**config.mk**
```make
export PLATFORM = sky130hd
export DESIGN_NAME = pipe_stage_buf_flat
export DESIGN_NICKNAME = d
export VERILOG_FILES = /design/src/rtl/pipe_stage_buf_pkg.sv /design/src/rtl/pipe_stage_buf_if.sv /design/src/rtl/pipe_stage_buf_edge_reg.sv /design/src/rtl/pipe_stage_buf.sv /design/src/flat_wrapper.sv
export SDC_FILE = /design/constraint.sdc
export NUM_CORES = 1
export LEC_CHECK = 0
export ABC_AREA = 1
export CORE_MARGIN = 3
export CORE_UTILIZATION = 53
export CTS_BUF_LIST = sky130_fd_sc_hd__clkbuf_8
export DETAILED_ROUTE_END_ITERATION = 10
export PLACE_DENSITY = 0.92
export SLEW_MARGIN = 40
export SYNTH_ARGS = -nofsm -noshare
export SYNTH_HDL_FRONTEND = slang
export SYNTH_HIERARCHICAL = 1
export SYNTH_SLANG_ARGS = --single-unit
export TNS_END_PERCENT = 1
```
**constraint.sdc**
```tcl
create_clock -name clk -period 6.3 [get_ports clk]
set_input_delay 1.575 -clock clk [delete_from_list [all_inputs] [get_ports clk]]
set_output_delay 1.575 -clock clk [all_outputs]
set_load 0.005 [all_outputs]
```
**src/rtl/pipe_stage_buf_pkg.sv**
```systemverilog
// Shared definitions for the inter-stage pipeline buffers of the 5-stage core:
// per-boundary field widths, control-bit positions and occupancy encodings.
package pipe_pkg;

    // Control field layout shared by every stage boundary
    localparam int CTRL_W         = 3;
    localparam int CTRL_REG_WRITE = 0;
    localparam int CTRL_MEM_TO_REG = 1;
    localparam int CTRL_WRITE_PC4 = 2;

    // Data field widths per stage boundary
    localparam int IF_ID_DATA_W   = 64;
    localparam int ID_EX_DATA_W   = 133;
    localparam int EX_MEM_DATA_W  = 133;
    localparam int MEM_WB_DATA_W  = 104;

    // Occupancy encodings (value equals the number of held entries)
    localparam logic [1:0] OCC_EMPTY   = 2'd0;
    localparam logic [1:0] OCC_ONE     = 2'd1;
    localparam logic [1:0] OCC_TWO     = 2'd2;
    localparam logic [1:0] OCC_ILLEGAL = 2'd3;

    // Map the two valid flags to an occupancy code; a skid entry without a
    // main entry cannot occur in normal operation and is flagged as illegal.
    function automatic logic [1:0] occupancy(input logic mainValid, input logic skidValid);
        logic [1:0] occ;
        case ({skidValid, mainValid})
            2'b00:   occ = OCC_EMPTY;
            2'b01:   occ = OCC_ONE;
            2'b11:   occ = OCC_TWO;
            default: occ = OCC_ILLEGAL;
        endcase
        return occ;
    endfunction

endpackage

```
**src/rtl/pipe_stage_buf_if.sv**
```systemverilog
// Handshake bundle between two pipeline stages. The slave modport is the
// buffer itself; the master modport is the environment driving it.
interface pipe_stage_buf_if #(
    parameter int CTRL_W = pipe_pkg::CTRL_W,
    parameter int DATA_W = pipe_pkg::ID_EX_DATA_W
);
    logic              flush;
    logic              inValid;
    logic              inReady;
    logic [CTRL_W-1:0] inCtrl;
    logic [DATA_W-1:0] inData;
    logic              outValid;
    logic              outReady;
    logic [CTRL_W-1:0] outCtrl;
    logic [DATA_W-1:0] outData;
    logic [1:0]        count;

    modport master (
        output flush, inValid, inCtrl, inData, outReady,
        input  inReady, outValid, outCtrl, outData, count
    );

    modport slave (
        input  flush, inValid, inCtrl, inData, outReady,
        output inReady, outValid, outCtrl, outData, count
    );
endinterface

```
**src/rtl/pipe_stage_buf_edge_reg.sv**
```systemverilog
// Enabled register with asynchronous active-high reset whose capture edge is
// chosen at elaboration time (falling edge when CLK_NEG=1, rising otherwise).
module pipe_edge_reg #(
    parameter int W       = 1,
    parameter bit CLK_NEG = 1'b1
) (
    input  logic         clk,
    input  logic         rst,
    input  logic         en,
    input  logic [W-1:0] d,
    output logic [W-1:0] q
);
    generate
        if (CLK_NEG) begin : gNeg
            // Falling-edge capture with asynchronous clear
            always_ff @(negedge clk or posedge rst) begin
                if (rst) begin
                    q <= {W{1'b0}};
                end else if (en) begin
                    q <= d;
                end
            end
        end else begin : gPos
            // Rising-edge capture with asynchronous clear
            always_ff @(posedge clk or posedge rst) begin
                if (rst) begin
                    q <= {W{1'b0}};
                end else if (en) begin
                    q <= d;
                end
            end
        end
    endgenerate
endmodule

```
**src/rtl/pipe_stage_buf.sv**
```systemverilog
// Inter-stage pipeline register with valid/ready handshake and a 2-entry
// skid buffer. The main entry drives the outputs directly; the skid entry
// absorbs one entry accepted while downstream stalls, so inReady depends only
// on registered state. Control bits are cleared whenever the main entry
// empties, so bubbles never carry a stray write enable downstream.
module pipe_stage_buf
    import pipe_pkg::*;
#(
    parameter int CTRL_W  = pipe_pkg::CTRL_W,
    parameter int DATA_W  = pipe_pkg::ID_EX_DATA_W,
    parameter bit CLK_NEG = 1'b1
) (
    input logic             clk,
    input logic             rst,
    pipe_stage_buf_if.slave bus
);
    logic              mainValid_r, skidValid_r;
    logic [CTRL_W-1:0] mainCtrl_r, skidCtrl_r;
    logic [DATA_W-1:0] mainData_r, skidData_r;

    logic              accept_s, consume_s;
    logic [1:0]        occ_s;
    logic              mainValidD_s, skidValidD_s;
    logic              mainCtrlEn_s, mainDataEn_s, skidCtrlEn_s, skidDataEn_s;
    logic [CTRL_W-1:0] mainCtrlD_s, skidCtrlD_s;
    logic [DATA_W-1:0] mainDataD_s;

    // Next-state selection for the main and skid entries
    always_comb begin
        accept_s     = bus.inValid & ~skidValid_r;
        consume_s    = mainValid_r & bus.outReady;
        occ_s        = occupancy(mainValid_r, skidValid_r);
        mainValidD_s = mainValid_r;
        skidValidD_s = skidValid_r;
        mainCtrlEn_s = 1'b0;
        mainDataEn_s = 1'b0;
        skidCtrlEn_s = 1'b0;
        skidDataEn_s = 1'b0;
        mainCtrlD_s  = bus.inCtrl;
        mainDataD_s  = bus.inData;
        skidCtrlD_s  = bus.inCtrl;
        if (bus.flush) begin
            // Flush wins over any handshake; data fields are left as they are
            mainValidD_s = 1'b0;
            skidValidD_s = 1'b0;
            mainCtrlEn_s = 1'b1;
            mainCtrlD_s  = {CTRL_W{1'b0}};
            skidCtrlEn_s = 1'b1;
            skidCtrlD_s  = {CTRL_W{1'b0}};
        end else begin
            case (occ_s)
                OCC_EMPTY: begin
                    if (accept_s) begin
                        mainValidD_s = 1'b1;
                        mainCtrlEn_s = 1'b1;
                        mainDataEn_s = 1'b1;
                    end else begin
                        mainValidD_s = 1'b0;
                    end
                end
                OCC_ONE: begin
                    if (accept_s && consume_s) begin
                        mainCtrlEn_s = 1'b1;
                        mainDataEn_s = 1'b1;
                    end else if (accept_s) begin
                        skidValidD_s = 1'b1;
                        skidCtrlEn_s = 1'b1;
                        skidDataEn_s = 1'b1;
                    end else if (consume_s) begin
                        mainValidD_s = 1'b0;
                        mainCtrlEn_s = 1'b1;
                        mainCtrlD_s  = {CTRL_W{1'b0}};
                    end else begin
                        mainValidD_s = 1'b1;
                    end
                end
                OCC_TWO: begin
                    if (consume_s) begin
                        mainCtrlEn_s = 1'b1;
                        mainCtrlD_s  = skidCtrl_r;
                        mainDataEn_s = 1'b1;
                        mainDataD_s  = skidData_r;
                        skidValidD_s = 1'b0;
                        skidCtrlEn_s = 1'b1;
                        skidCtrlD_s  = {CTRL_W{1'b0}};
                    end else begin
                        skidValidD_s = 1'b1;
                    end
                end
                default: begin
                    // Unreachable skid-only state: recover to empty
                    mainValidD_s = 1'b0;
                    skidValidD_s = 1'b0;
                    mainCtrlEn_s = 1'b1;
                    mainCtrlD_s  = {CTRL_W{1'b0}};
                    skidCtrlEn_s = 1'b1;
                    skidCtrlD_s  = {CTRL_W{1'b0}};
                end
            endcase
        end
    end

    pipe_edge_reg #(.W(1), .CLK_NEG(CLK_NEG)) uMainValid (
        .clk(clk), .rst(rst), .en(1'b1), .d(mainValidD_s), .q(mainValid_r));
    pipe_edge_reg #(.W(1), .CLK_NEG(CLK_NEG)) uSkidValid (
        .clk(clk), .rst(rst), .en(1'b1), .d(skidValidD_s), .q(skidValid_r));
    pipe_edge_reg #(.W(CTRL_W), .CLK_NEG(CLK_NEG)) uMainCtrl (
        .clk(clk), .rst(rst), .en(mainCtrlEn_s), .d(mainCtrlD_s), .q(mainCtrl_r));
    pipe_edge_reg #(.W(DATA_W), .CLK_NEG(CLK_NEG)) uMainData (
        .clk(clk), .rst(rst), .en(mainDataEn_s), .d(mainDataD_s), .q(mainData_r));
    pipe_edge_reg #(.W(CTRL_W), .CLK_NEG(CLK_NEG)) uSkidCtrl (
        .clk(clk), .rst(rst), .en(skidCtrlEn_s), .d(skidCtrlD_s), .q(skidCtrl_r));
    pipe_edge_reg #(.W(DATA_W), .CLK_NEG(CLK_NEG)) uSkidData (
        .clk(clk), .rst(rst), .en(skidDataEn_s), .d(bus.inData), .q(skidData_r));

    assign bus.inReady  = ~skidValid_r;
    assign bus.outValid = mainValid_r;
    assign bus.outCtrl  = mainCtrl_r;
    assign bus.outData  = mainData_r;
    assign bus.count    = {1'b0, mainValid_r} + {1'b0, skidValid_r};
endmodule

```
**src/flat_wrapper.sv**
```systemverilog
// flat-port wrapper written by rule: the top's interface ports become plain ports
module pipe_stage_buf_flat import pipe_pkg::*;
#(
    parameter int CTRL_W  = pipe_pkg::CTRL_W,
    parameter int DATA_W  = pipe_pkg::ID_EX_DATA_W,
    parameter bit CLK_NEG = 1'b1
)
  (clk, rst, bus_flush, bus_inValid, bus_inCtrl, bus_inData, bus_outReady, bus_inReady, bus_outValid, bus_outCtrl, bus_outData, bus_count);
  pipe_stage_buf_if #(.CTRL_W(CTRL_W), .DATA_W(DATA_W)) bus_i ();
  input logic clk;
  input logic rst;
  input wire logic [$bits(bus_i.flush)-1:0] bus_flush;
  input wire logic [$bits(bus_i.inValid)-1:0] bus_inValid;
  input wire logic [$bits(bus_i.inCtrl)-1:0] bus_inCtrl;
  input wire logic [$bits(bus_i.inData)-1:0] bus_inData;
  input wire logic [$bits(bus_i.outReady)-1:0] bus_outReady;
  output wire logic [$bits(bus_i.inReady)-1:0] bus_inReady;
  output wire logic [$bits(bus_i.outValid)-1:0] bus_outValid;
  output wire logic [$bits(bus_i.outCtrl)-1:0] bus_outCtrl;
  output wire logic [$bits(bus_i.outData)-1:0] bus_outData;
  output wire logic [$bits(bus_i.count)-1:0] bus_count;
  assign bus_i.flush = bus_flush;
  assign bus_i.inValid = bus_inValid;
  assign bus_i.inCtrl = bus_inCtrl;
  assign bus_i.inData = bus_inData;
  assign bus_i.outReady = bus_outReady;
  assign bus_inReady = bus_i.inReady;
  assign bus_outValid = bus_i.outValid;
  assign bus_outCtrl = bus_i.outCtrl;
  assign bus_outData = bus_i.outData;
  assign bus_count = bus_i.count;
  pipe_stage_buf #(.CTRL_W(CTRL_W), .DATA_W(DATA_W), .CLK_NEG(CLK_NEG)) u_core (.clk(clk), .rst(rst), .bus(bus_i));
endmodule
```
==> impl_metrics.json, run 1 <==
{
  "grt_overflow": 0,
  "grt.met2_usage": 0.483,
  "power_density_nw_per_um2": 410,
  "grt_pass1_vias": 12200,
  "regArea_um2": 6860,
  "hold_viol_final": 0,
  "synth_top_family_by_area": "simple AND/OR/NAND/NOR gates",
  "final_common_cell": "nand2_1",
  "drt-initial-drc-count": 1005,
  "top_usage_layer": "met2",
  "syn_area_per_cell_um2": 7.51,
  "utilization": 0.735,
  "routed_wl_um": 37200,
  "dp_hpwl_um": 24000,
  "finClkSkew_ns": 0.0133,
  "gp_congestion": 0.883,
  "syn-cell-area_um2": 12600,
  "ioPinCount": 281,
  "vias": 12200,
  "worstPathRequired_ns": 4.72,
  "synth_largest_area_cell": "dfrtn_1",
  "die_h_um": 160,
  "worst-setup-path-type": "reg2out",
  "core_area_um2": 23100,
  "rsz0062_at_grt": "false",
  "fillers": 1605,
  "cts_max_level": 2,
  "synth-seq-area-share": 0.542,
  "synth_warnings": 6,
  "worstPathArrival_ns": 4.68,
  "mostFrequentLayoutCells": "nand2_1 (1117), clkdlybuf4s50_1 (276), dfrtn_1 (274)",
  "tightest_slew_ns": 0.567,
  "ys_seq_elements": 274,
  "synth_cell_types": 19,
  "max-vdd-ir-drop_uv": 237,
  "status": "finished, final reports clean",
  "slew_violations": 0,
  "cap_violations": 0,
  "cts_buffer_depth": 3,
  "start_util": 0.549,
  "critPathLaunchType": "register",
  "place_ws_ns": -0.189,
  "crit_path_max_fanout": 2,
  "ant_nets": 0,
  "layout-drive-gt1-share": 0.0665,
  "diodes": 0,
  "netlist_top_cells_area": "dfrtn_1 (54%), nand2_1 (33%), nand3_1 (5.5%)",
  "worstSkewPairLatency_ns": 0.52,
  "synth_fa_ha_area_frac": 0.00495,
  "fin_nets": 2111,
  "antenna_found_initial": 0,
  "grt_pass1_wl_um": 61300,
  "clkTransAtPathRegs_ns": 0.04,
  "use_met3": 0.0694,
  "viasPerCell": 5.29,
  "root_buffer": "clkbuf_8",
  "fp.dieW_um": 160,
  "wl_per_cell_um": 16.1,
  "multi_input_area_um2": 5100,
  "netlist.area_leader.share": 0.542,
  "synth.area.mux_share": 0,
  "hp-class": "reg2reg",
  "track_usage": 0.287,
  "std_cell_rows": 55,
  "synth_compound_area_frac": 0.000791,
  "worstSetupEndpointType": "output pin",
  "route.detailed.drc": 0,
  "placedCellCount": 2230,
  "leakage_nw": 9.19,
  "setup_viol": 0,
  "fin_cells": 2312,
  "setup_ws_ns": 0.0480,
  "synthSimpleGateAreaFrac": 0.394,
  "io_buffers": 280,
  "met1_usage": 0.367,
  "area_growth_pct": 34.0,
  "holdWs_ns": 0.416,
  "dieArea_um2": 25800,
  "numCtsBuffers": 45,
  "cts_hold_buf": 0,
  "grt_max_degree": 61,
  "max-slew-margin-rel": 0.622,
  "cts_tree": "yes",
  "firstDrtPassIters": 6,
  "setup_tns_ns": 0,
  "synth_cells": 1685,
  "numClockSinks": 274,
  "synthXorXnorAreaFrac": 0
}
## kinds of logic after synthesis
| group | after synthesis |
|---|---|
| adders and majority gates | 5 |
| buffers and inverters | 130 |
| and+or+nand+nor | 1273 |
| DFF | 274 |
| AOI/OAI and AO/OA | 2 |
| other | 1 |
## flip-flops by register name, summed over array words and instances, names as in the netlist
name and count:
u_core/uMainCtrl/q 3, u_core/uMainValid/q 1, u_core/uSkidValid/q 1, u_core/uMainData/q 133
u_core/uSkidCtrl/q 3, u_core/uSkidData/q 133
## metal layers
metal / vias to the layer above / wire (um) / part of all wire
met4: 0 / 880 / 0.024
met3: 76 / 3790 / 0.10
li1: 5692 / - / -
met1: 5733 / 14400 / 0.39
met5: - / 0 / 0
met2: 729 / 18100 / 0.49
## where the power goes
group          switching, mW  internal (mW)
clock network          0.702          0.892
registers              0.481           2.62
logic                   1.05           1.19
total                   2.24           4.71
## synth_stat cells
cell / n
inv_1: 24
nor2_8: 1
ha_1: 5
buf_1: 9
inv_2: 4
inv_4: 2
buf_2: 39
dfrtn_1: 274
nor2_1: 10
nand2_1: 1117
nand4_1: 2
nand2_2: 2
a21oi_1: 2
buf_4: 19
nand3_1: 140
clkbuf_1: 17
buf_6: 16
conb_1: 1
nand3b_1: 1
## worst max-delay path, stage by stage (launching register included)
cell	delay (ns)
dfrtn_1	0.46
inv_2	0.08
ha_4	0.26
dlygate4sd2_1	0.23
## what timing repair did
| action | in CTS | in global routing |
|---|---|---|
| gates resized for setup | 9 | 0 |
| hold endpoints to repair | 0 | 0 |
| setup endpoints to repair | 4 | 0 |
| setup buffers | 1 | 0 |
## final cells by class
class                      instances  area share
sequential                       274       0.405
multi-input combinational       1284       0.301
timing repair buffer             330       0.208
clock buffer                      60      0.0487
tap                              313      0.0231
inverter                          30     0.00760
clock inverter                    21     0.00716
## final timing paths
path / from / endpoint / slack [ns] / depth (start not counted)
max: u_core/uSkidValid/q / bus_count[0] / 0.05 / 3
min: u_core/uMainData/q[62] / u_core/uMainData/q[62] / 0.42 / 2
max reg2reg: u_core/uSkidValid/q / u_core/uSkidData/q[43] / 4.20 / 11
min reg2reg: u_core/uMainData/q[62] / u_core/uMainData/q[62] / 0.42 / 2
max in group asynchronous: rst / u_core/uSkidData/q[108] / 0.99 / 3
min in group asynchronous: rst / u_core/uMainValid/q / 4.55 / 2
## per-stage QoR
step	power, mW	cell area (um^2)
after floorplan	3.97	12700
after global placement	5.18	16000
after detailed placement	5.32	16000
after CTS	6.97	16900
after global routing	7.38	16900
final	6.94	16900
Note: power is estimated with default switching activity, not from simulation.
==> run 2: changes to the inputs <==
--- a/config.mk
+++ b/config.mk
@@ -9,6 +9,7 @@
 export CORE_MARGIN = 3
 export CORE_UTILIZATION = 53
 export CTS_BUF_LIST = sky130_fd_sc_hd__clkbuf_8
+export CTS_CLUSTER_SIZE = 28
 export DETAILED_ROUTE_END_ITERATION = 10
 export PLACE_DENSITY = 0.92
 export SLEW_MARGIN = 40
==> results of run 2 <==
Same layout as run 1: the final DEF is identical, and so are final timing and power.
==> run 3: changes to the inputs <==
--- a/config.mk
+++ b/config.mk
@@ -6,8 +6,10 @@
 export NUM_CORES = 1
 export LEC_CHECK = 0
 export ABC_AREA = 1
+export CELL_PAD_IN_SITES_DETAIL_PLACEMENT = 1
+export CELL_PAD_IN_SITES_GLOBAL_PLACEMENT = 1
 export CORE_MARGIN = 3
-export CORE_UTILIZATION = 53
+export CORE_UTILIZATION = 38
 export CTS_BUF_LIST = sky130_fd_sc_hd__clkbuf_8
 export CTS_CLUSTER_SIZE = 28
 export DETAILED_ROUTE_END_ITERATION = 10
==> run 3 against run 2 <==
  * Hold slack about the same
  * Wire length rose by 20%
  * Setup slack got worse by 0.0043 ns
  * Total power shrank 0.19%
  * Utilization fell by 22 points
  * Combinational power increased by 2%
  * Flip-flop and latch count did not move
  * Sequential share of layout area down 0.080 points
  * Die area is 38% higher
==> impl_metrics.json, run 3 (synthesized netlist as in run 1, its figures left out) <==
{
  "rsz0062_at_grt": "true",
  "reg_top3": "u_core/uMainData/q x133, u_core/uSkidData/q x133",
  "clkTransAtPathRegs_ns": 0.04,
  "path_delay_family": "buffers and inverters",
  "dieArea_um2": 35500,
  "setup_tns_ns": 0,
  "holdWs_ns": 0.417,
  "wl_per_cell_um": 18.2,
  "diodes": 0,
  "finClkSkew_ns": 0.0117,
  "root_buffer": "clkbuf_8",
  "power_density_nw_per_um2": 408,
  "worstPathRequired_ns": 4.72,
  "firstDrtPassIters": 4,
  "fillers": 4069,
  "clkPwrFrac": 0.218,
  "io_buffers": 280,
  "status": "finished, final reports clean",
  "cpMaxStageDelayCell": "clkdlybuf4s50_1",
  "cap_violations": 0,
  "grt_overflow": 0,
  "dpl_cell_area_um2": 16100,
  "max-slew-margin-rel": 0.519,
  "net-switching-power_mw": 2.35,
  "reg2reg_slack_ns": 4.01,
  "core_area_um2": 32700,
  "power_frac_seq": 0.453,
  "hp-start": "u_core/uSkidData/q[7]",
  "worstPathArrival_ns": 4.68,
  "dp_hpwl_um": 30100,
  "hold_end": "u_core/uSkidData/q[7]",
  "share_comb_of_total_power": 0.329,
  "cp_num_buf_inv": 1,
  "layout-drive-gt1-share": 0.0634,
  "viasPerCell": 5.06,
  "die_h_um": 188,
  "hp-class": "reg2reg",
  "max-vdd-ir-drop_uv": 192,
  "grt_max_degree": 72,
  "route.detailed.drc": 0,
  "ioPinCount": 281,
  "worst-setup-path-type": "reg2out",
  "routed_wl_um": 44500,
  "start_util": 0.387,
  "track_usage": 0.249,
  "grt_pass1_wl_um": 72600,
  "crit_chain": "clkdlybuf4s50_1",
  "grt_pass1_vias": 13600,
  "setup_viol": 0,
  "std_cell_rows": 66,
  "final_common_cell": "nand2_1",
  "cts_max_level": 2,
  "hold_viol_final": 0,
  "vias": 12400,
  "critPathMaxStageDelay_ns": 0.58,
  "gp_congestion": 0.836,
  "leakage_nw": 9.19,
  "area_growth_pct": 34.2,
  "numCtsBuffers": 49,
  "cts_tree": "yes",
  "cts_hold_buf": 0,
  "placedCellCount": 2361,
  "swShare": 0.339,
  "critPathLaunchType": "register",
  "worstReg2RegEnd": "u_core/uSkidData/q[81]",
  "tightest_slew_ns": 0.722,
  "utilization": 0.519,
  "mostFrequentLayoutCells": "nand2_1 (1117), clkdlybuf4s50_1 (274), dfrtn_1 (274)",
  "p_int_mw": 4.58,
  "ant_nets": 0,
  "r2r_cells": 9,
  "fin_cells": 2444,
  "r2r-start": "u_core/uMainValid/q",
  "antenna_found_initial": 4,
  "slew_violations": 0,
  "postLayoutCellArea_um2": 17000,
  "worstSkewPairLatency_ns": 0.53,
  "fin_nets": 2117,
  "worstSetupEndpointType": "output pin",
  "cts_buffer_depth": 3,
  "drt-initial-drc-count": 667,
  "fp.dieW_um": 188,
  "numClockSinks": 274,
  "min_path_cells": 2,
  "crit_path_max_fanout": 2
}
==> run 3: power groups by stage <==
stage | sequential, mW | clock [mW] | combinational (mW)
floorplan | 3.04 | 0 | 0.934
finish | 3.14 | 1.51 | 2.28
global placement | 3.09 | 0 | 2.12
CTS | 3.14 | 1.55 | 2.31
global route | 3.23 | 1.64 | 2.53
detailed placement | 3.15 | 0 | 2.28
==> run 3: worst max-delay path by stage <==
stage                           startpoint                      end  cells after the start
finish              u_core/uMainData/q[52]          bus_outData[52]                      1
global route           u_core/uMainValid/q             bus_count[1]                      3
CTS                    u_core/uSkidValid/q              bus_inReady                      3
detailed placement             bus_inValid  u_core/uSkidData/q[112]                      8
global placement               bus_inValid  u_core/uSkidData/q[118]                      8
floorplan                              rst    u_core/uSkidData/q[0]                      1
==> run 3: layout make-up <==
| class | count | area (um^2) | area share |
|---|---|---|---|
| clock buffer | 54 | 743 | 0.0438 |
| clock inverter | 28 | 118 | 0.00693 |
| inverter | 30 | 129 | 0.00759 |
| multi-input combinational | 1284 | 5090 | 0.300 |
| sequential | 274 | 6860 | 0.404 |
| tap | 442 | 553 | 0.0326 |
| timing repair buffer | 332 | 3490 | 0.206 |
==> run 3: per-stage QoR <==
step	total power [mW]	setup WS [ns]
floorplan	3.97	-1.83
global placement	5.21	-0.211
detailed placement	5.43	-0.356
CTS	7.00	-0.0306
global route	7.41	-0.00855
finish	6.93	0.0437
==> run 3: timing repair <==
item                                    4_1_cts  5_1_grt
endpoints found under the setup margin        4        4
buffers inserted                              1        0
gates resized for setup                       7        3
==> run 3: metal layers <==
metal / share of wire / GRT usage / up-vias
li1: - / - / 5702
met5: 0.0011 / 0 / -
met3: 0.070 / 0.0633 / 93
met1: 0.40 / 0.306 / 6161
met2: 0.50 / 0.437 / 394
met4: 0.026 / 0.0696 / 8
==> run 3: worst reg2reg max path, cell delays in order (launching register included) <==
cell,delay [ns]
dfrtn_1,0.42
buf_4,0.15
ha_1,0.30
nand2_1,0.08
inv_1,0.07
nand3_1,0.17
nor2_4,0.19
buf_4,0.57
nand2_1,0.23
nand2_1,0.13
==> patch 1 (settings of run 2) <==
Make the reset (`rst`) synchronous in 2 clocked blocks. Comments in the files are not updated.
--- a/src/rtl/pipe_stage_buf_edge_reg.sv
+++ b/src/rtl/pipe_stage_buf_edge_reg.sv
@@ -13,7 +13,7 @@
     generate
         if (CLK_NEG) begin : gNeg
             // Falling-edge capture with asynchronous clear
-            always_ff @(negedge clk or posedge rst) begin
+            always_ff @(negedge clk) begin
                 if (rst) begin
                     q <= {W{1'b0}};
                 end else if (en) begin
@@ -22,7 +22,7 @@
             end
         end else begin : gPos
             // Rising-edge capture with asynchronous clear
-            always_ff @(posedge clk or posedge rst) begin
+            always_ff @(posedge clk) begin
                 if (rst) begin
                     q <= {W{1'b0}};
                 end else if (en) begin
Check against the original RTL: differs if rst is asserted again (counterexample within 4 cycles, from zero or initial values and one cycle with rst high); with rst held inactive, the same outputs for 4 cycles.
==> patch 1 against run 2 <==
  * Worst hold slack gained 49 ps
  * Worst setup slack lost 20 ps
  * Utilization grew 2.3 points
  * Sequential cell count is the same
  * Sequential share of layout area shrank 11 points
  * Routed wire length grew 14%
  * Final area grew 11%
  * Area after synthesis grew 7.3%
  * Clock skew grew 58 ps
Power is not compared: it rests on default switching activity, and its combinational part moved more than twofold at a synthesized area within 25%.
==> patch 1: results (changes against run 2) <==
share of layout cells above drive strength 1 - 0.0570 (was 0.0665)
drt initial violations - 1,525 (was 1,005)
Non-clk invs - 298 (was 30)
Slowest-stage cell, CP - clkdlybuf4s50_1 (was dfrtn_1)
top post-synthesis cells by count - 843 x nand2_1, 556 x nor2_1, 300 x inv_1 (was 1,117 x nand2_1, 274 x dfrtn_1, 140 x nand3_1)
Worst Skew - 71.2 ps (was 13.3 ps)
post-synth cell types - 20 (was 19)
path depth of the worst reg2reg path - 12 (was 11)
outcome - complete, no violations (unchanged)
worst-path fanout max - 2 (unchanged)
Reg-to-Reg End - u_core/uMainData/q[79] (was u_core/uSkidData/q[43])
Setup WS pre-CTS - -198 ps (was -189 ps)
largest net degree at the start of global routing - 77 (was 61)
number of antenna diodes - 5 (was 0)
Hold Path Origin - u_core/uSkidData/q[78] (was u_core/uMainData/q[62])
FF/Latch Area - 5490 um2 (was 6860 um2)
wire length on met3 - 3.92 mm (was 3.79 mm)
multi-input combinational area share - 0.326 (was 0.301)
clock buffers - 49 (was 60)
Non-clk bufs - 353 (was 330)
crit path from - u_core/uMainData/q[108] (was u_core/uSkidValid/q)
post-synthesis sequential area ratio - 0.404 (was 0.542)
WL/cell - 13.4 um (was 16.1 um)
GRT Overall Usage - 0.294 (was 0.287)
Avg Inst Size Synth - 6.00 um2 (was 7.51 um2)
r2r setup slk - 4260 ps (was 4200 ps)
wire length on met1 - 15.7 mm (was 14.4 mm)
Inst Count DP - 2,813 (was 2,230)
dpl cell area - 16,900 um2 (was 16,000 um2)
vias - 15,700 (was 12,200)
Clock Latency Late Sink - 630 ps (was 520 ps)
Post-CTS Setup Bufs - 0 (was 1)
area of the multi-input gates - 6130 um2 (was 5100 um2)
#MultiIn Comb - 1,558 (was 1,284)
post-synthesis compound-gate area fraction - 0.000737 (was 0.000791)
Worst Hold End - u_core/uSkidData/q[78] (was u_core/uMainData/q[62])
CP endpoint - bus_outData[108] (was bus_count[0])
met3 Use GR - 0.0943 (was 0.0694)
initial antenna violation count - 5 (was 0)
Clock-cell share - 0.102 (was 0.0559)
DP HPWL - 25.6 mm (was 24.0 mm)
first-pass iteration count of the detailed router - 7 (was 6)
Synth Flop Type - dfxtp_1 (was dfrtn_1)
Post-layout nets - 2,953 (was 2,111)
first-pass GRT wire length - 69.5 mm (was 61.3 mm)
Fin Hold WS - 465 ps (was 416 ps)
Final WS setup - 27.9 ps (was 48.0 ps)
Num CTS Buffers - 48 (was 45)
family with the most delay on the worst path - buffers and inverters (was flip-flops)
CP max stage delay - 560 ps (was 460 ps)
CTS clock-pin slew for the worst setup and hold paths - 80 ps (was 40 ps)
==> patch 1: cell types whose count changed in the layout (fill, tap and decap cells not counted), moves of 11 or more <==
| cell | change |
|---|---|
| dfrtn_1 | -274 |
| clkbuf_8 | -11 |
| clkinvlp_2 | +22 |
| inv_1 | +546 |
| nor2_1 | +546 |
| buf_4 | +23 |
| nand2_1 | -274 |
| dfxtp_1 | +272 |
==> patch 1: what timing repair did <==
item	4_1_cts	5_1_grt
resized for setup	5	4
endpoints found under the setup margin	4	3
hold endpoints to repair	0	0
pin swaps	0	0
==> patch 1: kinds of logic (layout without fill, tap and decap cells) <==
group / Yosys count / in the layout
buffers and inverters: 434 / 1012
and+or+nand+nor: 1547 / 1547
AOI/OAI and AO/OA: 2 / 2
DFF: 274 / 274
adders and majority gates: 5 / 5
other: 1 / 9
==> patch 1: where the power goes <==
group	leakage [nW]	internal [W]	switching, W	total (W)
registers	2.23	0.00184	0.0000552	0.00189
clock network	1.90	0.00100	0.00126	0.00226
logic	6.32	0.000344	0.000341	0.000685
==> patch 2 (config.mk and constraints of run 2) <==
Without the edit above. `ID_EX_DATA_W`: 133 -> 125.
--- a/src/rtl/pipe_stage_buf_pkg.sv
+++ b/src/rtl/pipe_stage_buf_pkg.sv
@@ -10,7 +10,7 @@
 
     // Data field widths per stage boundary
     localparam int IF_ID_DATA_W   = 64;
-    localparam int ID_EX_DATA_W   = 133;
+    localparam int ID_EX_DATA_W   = 125;
     localparam int EX_MEM_DATA_W  = 133;
     localparam int MEM_WB_DATA_W  = 104;
 
Ports: changed (resized bus_inData and bus_outData); port bits go from 281 to 265. The function was not compared with the original's and may differ.
==> patch 2 against run 2 <==
  * Routed wire length fell by 8.3%
  * Register-to-register slack improved by 180 ps
  * Final area fell by 5.7%
  * Area after synthesis fell by 5.6%
  * Total power fell by 4.8%
  * Sequential cell count fell by 16
  * Worst setup slack improved by 26 ps
  * Non-clock buffer count fell by 16
==> patch 2: results (changes against run 2) <==
largest net degree at the start of global routing - 68 (was 61)
Total Wirelength - 34.1 mm (was 37.2 mm)
Yosys warning count - 6 (unchanged)
DP HPWL - 22.8 mm (was 24.0 mm)
post-synth cell types - 21 (was 19)
clk buf depth - 3 (unchanged)
number of antenna diodes - 0 (unchanged)
post-synthesis sequential area ratio - 0.541 (was 0.542)
clock root buffer - clkbuf_8 (unchanged)
Post-CTS Resized - 5 (was 9)
first-pass iteration count of the detailed router - 5 (was 6)
H-Tree Depth - 2 (unchanged)
initial antenna violation count - 1 (was 0)
family with the most delay on the worst path - buffers and inverters (was flip-flops)
Post-layout nets - 1,999 (was 2,111)
path depth of the worst reg2reg path - 8 (was 11)
P_leak - 8.67 nW (was 9.19 nW)
CP max stage delay - 530 ps (was 460 ps)
Hold Crit Class - register to register (unchanged)
Num CTS Buffers - 44 (was 45)
outcome - complete, no violations (unchanged)
Setup WS pre-CTS - -111 ps (was -189 ps)
dpl cell area - 15,100 um2 (was 16,000 um2)
GRT Overall Usage - 0.277 (was 0.287)
Slowest-stage cell, CP - clkdlybuf4s50_1 (was dfrtn_1)
internal power - 0.00449 W (was 0.00471 W)
top post-synthesis cells by count - 1,050 x nand2_1, 258 x dfrtn_1, 137 x nand3_1 (was 1,117 x nand2_1, 274 x dfrtn_1, 140 x nand3_1)
worst-path fanout max - 2 (unchanged)
Critical Path AT - 4650 ps (was 4680 ps)
largest registers - u_core/uMainData/q x125, u_core/uSkidData/q x125 (was u_core/uMainData/q x133, u_core/uSkidData/q x133)
Peak supply drop - 0.000249 V (was 0.000237 V)
Synth Flop Type - dfrtn_1 (unchanged)
IO Port Bufs - 264 (was 280)
Worst Skew - 9.10 ps (was 13.3 ps)
GP Congestion - 0.910 (was 0.883)
worst slew pin tran - 513 ps (was 567 ps)
DR vias/cell - 5.27 (was 5.29)
top post-synthesis cells by area - dfrtn_1 54%, nand2_1 33%, nand3_1 5.7% (was dfrtn_1 54%, nand2_1 33%, nand3_1 5.5%)
Post-CTS Setup Bufs - 0 (was 1)
first-pass GRT wire length - 55.5 mm (was 61.3 mm)
drt initial violations - 880 (was 1,005)
share of layout cells above drive strength 1 - 0.0680 (was 0.0665)
-- patch 2: changes by cell type after synthesis, sizes merged --
cell and change:
dfrtn -16, nand2 -67, o21ai +1, nor2 -1
nand3 -3, buf -4, clkbuf -1, inv -1
-- patch 2: cell type report --
cell class / instances / area [um2]
Clock buffer: 60 / 826
Clock inverter: 21 / 87.6
Fill cell: 1556 / 5980
Tap cell: 280 / 350
Timing Repair Buffer: 314 / 3310
Inverter: 29 / 123
Sequential cell: 258 / 6460
Multi-Input combinational cell: 1214 / 4820
-- patch 2: cells by family after synthesis --
kind of cell / share of synthesized area
AND/OR/NAND/NOR: 0.394
flip-flops: 0.541
buffers and inverters: 0.0586
adder cells (fa/ha/maj): 0.00524
AO/OA/AOI/OAI: 0.00126
other: 0.000314
-- patch 2: routing by layer --
layer  GRT usage  part of all wire  up-vias
met5           0           0.00035        -
met3      0.0630             0.095       81
met1       0.353              0.39     5413
met2       0.464              0.49      584
met4       0.105             0.027        2
li1            -                 -     5393
-- patch 2: metrics by stage --
stage	cells	TNS, ps
finish	2176	0
global route	2176	0
CTS	2176	-18.6
detailed placement	2095	-14670
global placement	2095	-10090
floorplan	1596	-200590
-- patch 2: worst paths after layout --
check                                        from                     end  slack (ps)
max                        u_core/uMainData/q[17]         bus_outData[17]          70
min                        u_core/uMainData/q[33]  u_core/uMainData/q[33]         420
max reg2reg                   u_core/uMainValid/q   u_core/uSkidData/q[9]        4380
min reg2reg                u_core/uMainData/q[33]  u_core/uMainData/q[33]         420
max in group asynchronous                     rst  u_core/uMainData/q[81]         910
min in group asynchronous                     rst     u_core/uMainValid/q        4540
-- patch 2: worst reg2reg max path, cell delays in order (launching register included) --
cell and delay, ps:
dfrtn_1 420, buf_6 130, ha_1 320, nand3_1 220, nor2_4 200, inv_4 120
buf_12 190, nand2_1 100, nand2_1 60
-- patch 2: power by group through the flow --
stage	combinational, W	clock [W]	sequential (W)
final	0.00213	0.00152	0.00296
after global routing	0.00237	0.00163	0.00304
after CTS	0.00215	0.00154	0.00295
after detailed placement	0.00214	0	0.00295
after global placement	0.00202	0	0.00293
after floorplan	0.000887	0	0.00290
